File: src/rtl/prirv32_fetch_queue_pkg.sv
// Shared constants and the fetch-queue entry type for the priRV32 front end.
package prirv32_pkg;

  localparam int ILEN       = 32;  // instruction word width
  localparam int INST_BYTES = 4;   // bytes per instruction, sequential PC step
  localparam int PC_W       = 32;  // PC width carried in a queue entry

  // One buffered instruction together with the PC it was fetched from.
  typedef struct packed {
    logic [PC_W-1:0] pc;
    logic [ILEN-1:0] inst;
  } fetch_entry_t;

endpackage

File: src/rtl/prirv32_fetch_queue_if.sv
// Request/response/decode signal bundle between the fetch queue and its neighbours.
interface prirv32_fetch_queue_if #(
  parameter int XLEN  = 32,
  parameter int DEPTH = 4
);
  import prirv32_pkg::*;

  localparam int CW = $clog2(DEPTH + 1);

  logic            imem_req_valid_o;
  logic            imem_req_ready_i;
  logic [XLEN-1:0] imem_req_addr_o;
  logic            imem_rsp_valid_i;
  logic [ILEN-1:0] imem_rsp_data_i;
  logic            redirect_i;
  logic [XLEN-1:0] redirect_addr_i;
  logic            inst_valid_o;
  logic            inst_ready_i;
  logic [ILEN-1:0] inst_data_o;
  logic [XLEN-1:0] inst_pc_o;
  logic [CW-1:0]   count_o;

  // The fetch queue itself.
  modport master (
    output imem_req_valid_o, imem_req_addr_o,
    output inst_valid_o, inst_data_o, inst_pc_o, count_o,
    input  imem_req_ready_i, imem_rsp_valid_i, imem_rsp_data_i,
    input  redirect_i, redirect_addr_i, inst_ready_i
  );

  // Instruction memory, branch unit and decode seen together.
  modport slave (
    input  imem_req_valid_o, imem_req_addr_o,
    input  inst_valid_o, inst_data_o, inst_pc_o, count_o,
    output imem_req_ready_i, imem_rsp_valid_i, imem_rsp_data_i,
    output redirect_i, redirect_addr_i, inst_ready_i
  );

endinterface

File: src/rtl/prirv32_fetch_queue_sync_fifo.sv
// Synchronous FIFO with flush; registered storage, head shown without bypass.
module prirv32_sync_fifo #(
  parameter int WIDTH = 64,
  parameter int DEPTH = 4
) (
  input  logic                         clk_i,
  input  logic                         rst_i,
  input  logic                         push_i,
  input  logic [WIDTH-1:0]             data_i,
  input  logic                         pop_i,
  input  logic                         flush_i,
  output logic [WIDTH-1:0]             head_o,
  output logic [$clog2(DEPTH+1)-1:0]   count_o,
  output logic                         empty_o
);

  localparam int AW = $clog2(DEPTH);
  localparam int CW = $clog2(DEPTH + 1);

  // Pointers carry one extra wrap bit so full and empty are distinguishable.
  logic [AW:0]      wr_ptr;
  logic [AW:0]      rd_ptr;
  logic [WIDTH-1:0] mem [DEPTH];
  logic             full;
  logic             push_en;
  logic             pop_en;

  // Occupancy flags and guarded push/pop strobes.
  always_comb begin
    empty_o = (wr_ptr == rd_ptr);
    full    = (wr_ptr[AW] != rd_ptr[AW]) && (wr_ptr[AW-1:0] == rd_ptr[AW-1:0]);
    push_en = push_i && !full;
    pop_en  = pop_i && !empty_o;
    count_o = CW'(wr_ptr - rd_ptr);
    head_o  = empty_o ? '0 : mem[rd_ptr[AW-1:0]];
  end

  // Pointer update; reset and flush both empty the queue.
  always_ff @(posedge clk_i) begin
    // NOTE: state registers use non-blocking assignments so every flop samples pre-edge values.
    if (rst_i || flush_i) begin
      wr_ptr <= '0;
      rd_ptr <= '0;
    end else begin
      if (push_en) wr_ptr <= wr_ptr + 1'b1;
      if (pop_en)  rd_ptr <= rd_ptr + 1'b1;
    end
  end

  // Storage write.
  always_ff @(posedge clk_i) begin
    // NOTE: storage is deliberately not reset; empty pointers make stale contents invisible.
    if (push_en) mem[wr_ptr[AW-1:0]] <= data_i;
  end

endmodule

File: src/rtl/prirv32_fetch_queue.sv
// Instruction-fetch front end: credit-limited sequential fetch, in-order response
// capture into a queue, and redirect with discard of in-flight responses.
module prirv32_fetch_queue
  import prirv32_pkg::*;
#(
  parameter int              XLEN         = PC_W,
  parameter logic [XLEN-1:0] RESET_VECTOR = '0,
  parameter int              DEPTH        = 4
) (
  input  logic                  clk_i,
  input  logic                  rst_i,
  prirv32_fetch_queue_if.master bus
);

  localparam int              CW         = $clog2(DEPTH + 1);
  localparam logic [CW:0]     DEPTH_LIM  = (CW + 1)'(DEPTH);
  localparam logic [XLEN-1:0] STEP       = XLEN'(INST_BYTES);
  localparam logic [XLEN-1:0] ALIGN_MASK = ~XLEN'(INST_BYTES - 1);

  logic [XLEN-1:0] fetch_pc;     // next address to request
  logic [XLEN-1:0] rsp_pc;       // PC of the next kept response
  logic [CW-1:0]   outstanding;  // requests accepted but not yet answered
  logic [CW-1:0]   drop;         // responses still to be discarded after a redirect
  logic [CW-1:0]   fifo_count;
  logic [XLEN-1:0] redirect_pc;
  logic            req_valid;
  logic            req_accept;
  logic            rsp_drop;
  logic            push;
  logic            pop;
  logic            inst_valid;
  logic            fifo_empty;
  fetch_entry_t    push_entry;
  fetch_entry_t    head_entry;

  // Credit check, handshakes and queue strobes.
  always_comb begin
    // NOTE: every output of a combinational block is assigned on every path, so no latch is inferred.
    req_valid   = !rst_i && !bus.redirect_i &&
                  (({1'b0, outstanding} + {1'b0, fifo_count}) < DEPTH_LIM);
    req_accept  = req_valid && bus.imem_req_ready_i;
    rsp_drop    = (drop != '0);
    push        = bus.imem_rsp_valid_i && !rsp_drop && !bus.redirect_i;
    inst_valid  = !fifo_empty && !bus.redirect_i;
    pop         = inst_valid && bus.inst_ready_i;
    redirect_pc = bus.redirect_addr_i & ALIGN_MASK;
    push_entry.pc   = rsp_pc;
    push_entry.inst = bus.imem_rsp_data_i;

    bus.imem_req_valid_o = req_valid;
    bus.imem_req_addr_o  = fetch_pc;
    bus.inst_valid_o     = inst_valid;
    bus.inst_data_o      = head_entry.inst;
    bus.inst_pc_o        = head_entry.pc;
    bus.count_o          = fifo_count;
  end

  // PC tracking and in-flight bookkeeping.
  always_ff @(posedge clk_i) begin
    if (rst_i) begin
      fetch_pc    <= RESET_VECTOR;
      rsp_pc      <= RESET_VECTOR;
      outstanding <= '0;
      drop        <= '0;
    end else if (bus.redirect_i) begin
      // Everything still in flight, minus the response discarded right now, is stale.
      fetch_pc    <= redirect_pc;
      rsp_pc      <= redirect_pc;
      outstanding <= outstanding - CW'(bus.imem_rsp_valid_i);
      drop        <= outstanding - CW'(bus.imem_rsp_valid_i);
    end else begin
      if (req_accept) fetch_pc <= fetch_pc + STEP;
      outstanding <= outstanding + CW'(req_accept) - CW'(bus.imem_rsp_valid_i);
      if (bus.imem_rsp_valid_i) begin
        if (rsp_drop) drop   <= drop - CW'(1);
        else          rsp_pc <= rsp_pc + STEP;
      end
    end
  end

  prirv32_sync_fifo #(
    .WIDTH ($bits(fetch_entry_t)),
    .DEPTH (DEPTH)
  ) u_fifo (
    .clk_i   (clk_i),
    .rst_i   (rst_i),
    .push_i  (push),
    .data_i  (push_entry),
    .pop_i   (pop),
    .flush_i (bus.redirect_i),
    .head_o  (head_entry),
    .count_o (fifo_count),
    .empty_o (fifo_empty)
  );

endmodule
File: src/flat_wrapper.sv
// flat-port wrapper written by rule: the top's interface ports become plain ports
module prirv32_fetch_queue_flat import prirv32_pkg::*;
#(
  parameter int              XLEN         = PC_W,
  parameter logic [XLEN-1:0] RESET_VECTOR = '0,
  parameter int              DEPTH        = 4
)
  (clk_i, rst_i, bus_imem_req_valid_o, bus_imem_req_addr_o, bus_inst_valid_o, bus_inst_data_o, bus_inst_pc_o, bus_count_o, bus_imem_req_ready_i, bus_imem_rsp_valid_i, bus_imem_rsp_data_i, bus_redirect_i, bus_redirect_addr_i, bus_inst_ready_i);
  prirv32_fetch_queue_if #(.XLEN(XLEN), .DEPTH(DEPTH)) bus_i ();
  input  logic clk_i;
  input  logic rst_i;
  output wire logic [$bits(bus_i.imem_req_valid_o)-1:0] bus_imem_req_valid_o;
  output wire logic [$bits(bus_i.imem_req_addr_o)-1:0] bus_imem_req_addr_o;
  output wire logic [$bits(bus_i.inst_valid_o)-1:0] bus_inst_valid_o;
  output wire logic [$bits(bus_i.inst_data_o)-1:0] bus_inst_data_o;
  output wire logic [$bits(bus_i.inst_pc_o)-1:0] bus_inst_pc_o;
  output wire logic [$bits(bus_i.count_o)-1:0] bus_count_o;
  input wire logic [$bits(bus_i.imem_req_ready_i)-1:0] bus_imem_req_ready_i;
  input wire logic [$bits(bus_i.imem_rsp_valid_i)-1:0] bus_imem_rsp_valid_i;
  input wire logic [$bits(bus_i.imem_rsp_data_i)-1:0] bus_imem_rsp_data_i;
  input wire logic [$bits(bus_i.redirect_i)-1:0] bus_redirect_i;
  input wire logic [$bits(bus_i.redirect_addr_i)-1:0] bus_redirect_addr_i;
  input wire logic [$bits(bus_i.inst_ready_i)-1:0] bus_inst_ready_i;
  assign bus_imem_req_valid_o = bus_i.imem_req_valid_o;
  assign bus_imem_req_addr_o = bus_i.imem_req_addr_o;
  assign bus_inst_valid_o = bus_i.inst_valid_o;
  assign bus_inst_data_o = bus_i.inst_data_o;
  assign bus_inst_pc_o = bus_i.inst_pc_o;
  assign bus_count_o = bus_i.count_o;
  assign bus_i.imem_req_ready_i = bus_imem_req_ready_i;
  assign bus_i.imem_rsp_valid_i = bus_imem_rsp_valid_i;
  assign bus_i.imem_rsp_data_i = bus_imem_rsp_data_i;
  assign bus_i.redirect_i = bus_redirect_i;
  assign bus_i.redirect_addr_i = bus_redirect_addr_i;
  assign bus_i.inst_ready_i = bus_inst_ready_i;
  prirv32_fetch_queue #(.XLEN(XLEN), .RESET_VECTOR(RESET_VECTOR), .DEPTH(DEPTH)) u_core (.clk_i(clk_i), .rst_i(rst_i), .bus(bus_i));
endmodule
File: config.mk
export PLATFORM = sky130hd
export DESIGN_NAME = prirv32_fetch_queue_flat
export DESIGN_NICKNAME = d
export VERILOG_FILES = /design/src/rtl/prirv32_fetch_queue_pkg.sv /design/src/rtl/prirv32_fetch_queue_if.sv /design/src/rtl/prirv32_fetch_queue_sync_fifo.sv /design/src/rtl/prirv32_fetch_queue.sv /design/src/flat_wrapper.sv
export SDC_FILE = /design/constraint.sdc
export NUM_CORES = 1
export LEC_CHECK = 0
export ABC_AREA = 1
export BUFFER_PORTS_ARGS = -buffer_cell sky130_fd_sc_hd__buf_2
export CAP_MARGIN = 20
export CORE_MARGIN = 3
export CORE_UTILIZATION = 40
export CTS_CLUSTER_DIAMETER = 100
export DETAILED_ROUTE_END_ITERATION = 10
export GPL_TIMING_DRIVEN = 1
export PLACE_DENSITY = 0.6
export SKIP_CTS_REPAIR_TIMING = 1
export SYNTH_ARGS = -nofsm -noshare
export SYNTH_HDL_FRONTEND = slang
export SYNTH_HIERARCHICAL = 1
export SYNTH_SLANG_ARGS = --single-unit
File: constraint.sdc
create_clock -name clk_i -period 7.9 [get_ports clk_i]
set_clock_uncertainty 0.2 [all_clocks]
set_input_delay 0.79 -clock clk_i [delete_from_list [all_inputs] [get_ports clk_i]]
set_output_delay 0.79 -clock clk_i [all_outputs]
set_load 0.01 [all_outputs]
# After elaboration in Yosys (flattened, before gate mapping)

Memory sizes are Yosys's and may differ from the RTL's. A register that Yosys moved wholly into a read port is not among the register bits.
Cells that the tools add are included.

Word-level logic and storage cells: 63
Memories kept: 1
Bits in writable memories: 256
Register bits after elaboration: 76
Output and inout port bits: 101
Input port bits: 70

Memories:

| memory            | depth | width | rd ports | clocked after memory_dff | write ports | RTL line                            | text |
|---|---|---|---|---|---|---|---|
| u_core.u_fifo.mem | 4     | 64    | 1        | 1                        | 1           | prirv32_fetch_queue_sync_fifo.sv:23 | `logic [WIDTH-1:0] mem [DEPTH];` |

Eq/ne operators: 4
Magnitude comparators: 1
Add/subtract/negate cells: 10
Mux-type cells: 14
Reductions and logical operators: 24
Bitwise gates (word level): 1

Operator list:

| kind                    | count |
|---|---|
| $mux W32                | 5 |
| $add A32 B3 Y32 const B | 2 |
| $mux W64                | 1 |
| $mux W3                 | 4 |
| $logic_and A1 B1 Y1     | 10 |
| $add A3 B1 Y3 const B   | 2 |
| $reduce_and A2 Y1       | 3 |
| $reduce_bool A2 Y1      | 3 |
| $sub A3 B1 Y3           | 2 |
| $logic_not A1 Y1        | 5 |
| $add A3 B3 Y4           | 1 |
| $lt A4 B3 Y1 const B    | 1 |
| $mux W2                 | 2 |
| $add A3 B1 Y3           | 1 |
| $eq A3 B3 Y1            | 1 |
| $reduce_bool A3 Y1      | 1 |
| $sub A3 B1 Y3 const B   | 1 |
| $sub A3 B3 Y3           | 1 |
| $eq A2 B2 Y1            | 1 |
| $mux W1                 | 2 |
| $ne A2 B2 Y1 const B    | 1 |
| $reduce_or A2 Y1        | 1 |
| $logic_or A1 B1 Y1      | 1 |
| $ne A1 B1 Y1            | 1 |
| $not A1 Y1              | 1 |

# Logic depth before layout (Yosys ltp)

Depth in word-level cells: 8
Gate-level depth with buffers: 17
Mapped depth without buffers: 16

# By module

Netlist, hierarchy kept.

Modules (own cells, without submodules):

| module              | sequential area each (um2) | cells an instance | times used | area each (um2) |
|---|---|---|---|---|
| prirv32_sync_fifo   | 7,847.5                    | 828               | 1          | 10,867.9 |
| prirv32_fetch_queue | 1,321.3                    | 791               | 1          | 4,715.8 |

# Worst setup path after synthesis

Ideal clock, no wire load.

Kind: input port to flip-flop
From: input bus_redirect_i
To: memory u_core.u_fifo.mem[3][0] (enable)
Data arrival time: 4,659 ps
Library setup time: 507 ps
Required time: 7,193 ps
Slack: 2,534 ps
Path buffers: 2
Stages on the path: 5
Path through: buf_6 nor2_1 buf_4 nand2_1 a21oi_1

Cells in the longest elaborated chain, start to end: 5

RTL lines:

| what                          | RTL line                            | text |
|---|---|---|
| start, declared               | flat_wrapper.sv:21                  | `input wire logic [$bits(bus_i.redirect_i)-1:0] bus_redirect_i;` |
| $logic_not A1 Y1              | prirv32_fetch_queue.sv:43           | `push = bus.imem_rsp_valid_i && !rsp_drop && !bus.redirect_i;` |
| $logic_and A1 B1 Y1           | prirv32_fetch_queue.sv:43           |  |
| net u_core.push               | prirv32_fetch_queue.sv:29           | `logic push;` |
| $logic_and A1 B1 Y1           | prirv32_fetch_queue_sync_fifo.sv:32 | `push_en = push_i && !full;` |
| $mux W1                       | prirv32_fetch_queue_sync_fifo.sv:53 | `if (push_en) mem[wr_ptr[AW-1:0]] <= data_i;` |
| $mux W1 (implied by the code) | prirv32_fetch_queue_sync_fifo.sv:53 |  |
| end, declared                 | prirv32_fetch_queue_sync_fifo.sv:23 |  |

The timed path passes the listed nets, and every way through them passes these cells.

==> results.yml <==
clocking:
  tritoncts: "yes"
  clock_sink_count: 330
  clock_pin_slew_of_the_registers_on_the_worst_case_setup_and_hold_paths_ns: 0.06
  h-tree-depth: 2
  clock-root-buffer: "clkbuf_16"
  cts_buffers: 37
  worstSkewPairLatency_ns: 0.53
  clk_path_buf_depth: 3
critical_path:
  worst_setup_path_end_kind: "output pin"
  worstSetupPathType: "reg -> out"
  critical_path.max_fanout: 72
  reg2reg_slack_ns: 3.99
  timing.rr.end: "u_core/outstanding[2]"
  timing.reg2reg.worst_path_depth: 16
  worstSetupStartpointType: "flop"
  worst_ep_arrival_time_ns: 3.23
  worst_r2r_startpoint: "u_core/u_fifo/wr_ptr[0]"
  data_required_time_of_the_critical_path_ns: 6.91
yosys:
  yosys_cell_types: 47
  synthTopCellsByCount: "356 x nor2_1, 265 x nand2_1, 256 x edfxtp_1"
  synth.most_common_cell: "nor2_1"
  synth_register_bits: 330
  synth_area_leaders: "edfxtp_1 49%, dfxtp_1 9.5%, nor2_1 8.6%, nand2_1 6.4%, a21oi_2 3.4%"
  synthesis.yosys.warnings: 6
  synthesis.area_sq_mm: 0.0156
  yosysTopAreaCellShare_pct: 49.3
  synth-seq-area-share_pct: 58.8
  async_flop_share_pct: 0
  synth_enable_flop_cells: 256
  netlist_instances: 1619
  dominantRegCellSynth: "edfxtp_1"
  avgSynthCellArea_sq_um: 9.63
  synthDominantAreaCellType: "edfxtp_1"
global_route:
  aggregate_global_route_resource_usage_pct: 18.5
  grt_overflow: 0
  antenna_found_initial: 1
  grt_start_max_net_pins: 94
  grt_pass1_vias: 10900
  grt_first_pass_wirelength_mm: 60.8
finish:
  filler_cell_count: 3637
  final_net_count: 1859
  syn2layout_area_growth_pct: 13.8
  fin_area_sq_mm: 0.0177
  insertedDiodeCount: 0
  drive_gt1_share_pct: 18.0
sta:
  grt_setup_unrepaired: "no"
  least_margin_pin_slew_ns: 1.04
  holdWs_ns: 0.280
  final.period_utilization_pct: 53.4
  setup_viol: 0
  final_hold_viol_count: 0
  fin_tns_setup_ns: 0
  max_slew_margin_pct: 30.9
  max_frequency_mhz: 237
  min_period_ns: 4.22
  finalMaxSlewViolations: 0
worst_hold_path:
  hp-start: "bus_imem_rsp_data_i[12]"
  end_point_of_the_most_critical_hold_path: "u_core/u_fifo/mem[1][12]"
  min_path_cells: 1
  hp-class: "in -> reg"
die:
  die_area_sq_mm: 0.0414
  die_height_microns: 203
  placementRows: 71
  floorplan.initialDensity_pct: 41.0
  die_width_microns: 203
  pin_count: 171
  coreArea_sq_mm: 0.0380
routing:
  avgRoutedWirePerCell_microns: 16.9
  finalWirelength_mm: 39.0
  detail-route-antenna-nets: 0
  vias_post_dr: 11700
  drc: 0
  avgViaCountPerCell: 5.07
  drtPass1Iterations: 5
  number_of_drc_violations_after_detailed_routing_iteration_0: 947
power:
  finalPower_mw: 3.93
  total_power_divided_by_cell_area_mw_per_mm2: 222
  worst_ir_drop_vdd_mv: 0.110
  total_leakage_power_nw: 6.71
placed_design:
  hpwl_after_detailed_placement_mm: 23.8
  detailed_place.area_sq_mm: 0.0166
  routability_driven_placement_congestion_ratio: 0.867
  port-buffer-count: 166
outcome:
  outcome: "completed"
flow_run:
  cap_violations: 0
-- metrics by stage --
step	cells	setup slack, ns	utilization [%]
finish	2307	3.68	46.6
global placement	2242	4.03	43.6
detailed placement	2242	3.97	43.6
global route	2307	3.43	46.6
CTS	2307	3.63	46.6
floorplan	1628	2.53	-
-- cells by family (layout without fill, tap and decap cells) --
logic type / Yosys count / count (layout) / synth area share (%)
adder cells (fa/ha/maj): 19 / 19 / 1.62
AND/OR/NAND/NOR: 751 / 751 / 19.9
other: 1 / 10 / 0.0241
AO/OA/AOI/OAI: 312 / 312 / 11.8
buffers and inverters: 193 / 361 / 7.02
flip-flops: 330 / 330 / 58.8
XOR/XNOR: 13 / 13 / 0.731
-- worst max-delay path by stage --
stage | slack, ns | cells after the start | to
detailed placement | 3.97 | 16 | u_core/outstanding[2]
finish | 3.68 | 5 | bus_inst_pc_o[19]
global placement | 4.03 | 16 | u_core/outstanding[2]
CTS | 3.63 | 5 | bus_inst_pc_o[19]
floorplan | 2.53 | 5 | u_core/u_fifo/mem[3][0]
global route | 3.43 | 5 | bus_inst_pc_o[19]
-- state kept, by name, summed over array words and instances (netlist names), named ones only --
name                        flops
u_core/u_fifo/mem             256
u_core/outstanding              3
u_core/rsp_pc                  30
u_core/drop                     3
u_core/u_fifo/rd_ptr            3
u_core/u_fifo/wr_ptr            3
u_core/bus.imem_req_addr_o     30
-- power by group --
part	switching (mW)	internal, mW	leakage [nW]
clock	0.678	0.968	0.561
combinational	0.202	0.0996	3.19
sequential	0.0530	1.93	2.96
-- layout make-up --
cell class	count	area, sq um	share of cell area [%]
well taps	511	639	3.61
repair buffers	178	921	5.19
clock inverters	15	159	0.896
inverters	118	447	2.52
multi-input cells	1105	5390	30.4
flip-flops and latches	330	9170	51.7
clock buffers	50	1010	5.67
-- per-layer routing --
metal  GRT usage [%]  vias up  part of all wire, %
li1                -     5743                    -
met1            26.7     5573                   46
met2            30.0      332                   46
met3            2.75       50                  6.1
met4            3.64        2                  1.5
met5               0        -                0.033
-- critical path, stage by stage (launching register included) --
cell	delay, ns
dfxtp_4	0.63
clkinv_2	0.75
buf_4	0.65
o21ai_0	0.34
a21oi_2	0.09
buf_2	0.20
-- placed cells by master (no fill, tap or decap), types with 10 or more instances in the layout --
cell and n:
clkbuf_1 11, clkbuf_16 38, inv_1 113, ha_1 17
buf_4 12, o21ai_1 100, o21ai_0 67, a21oi_1 54
nand2_1 265, nand3b_1 10, nand3_1 80, a31oi_1 14
dfxtp_1 72, conb_1 10, edfxtp_1 256, nor2_1 353
buf_2 166, a21oi_2 60
(Power assumes the default switching activity.)
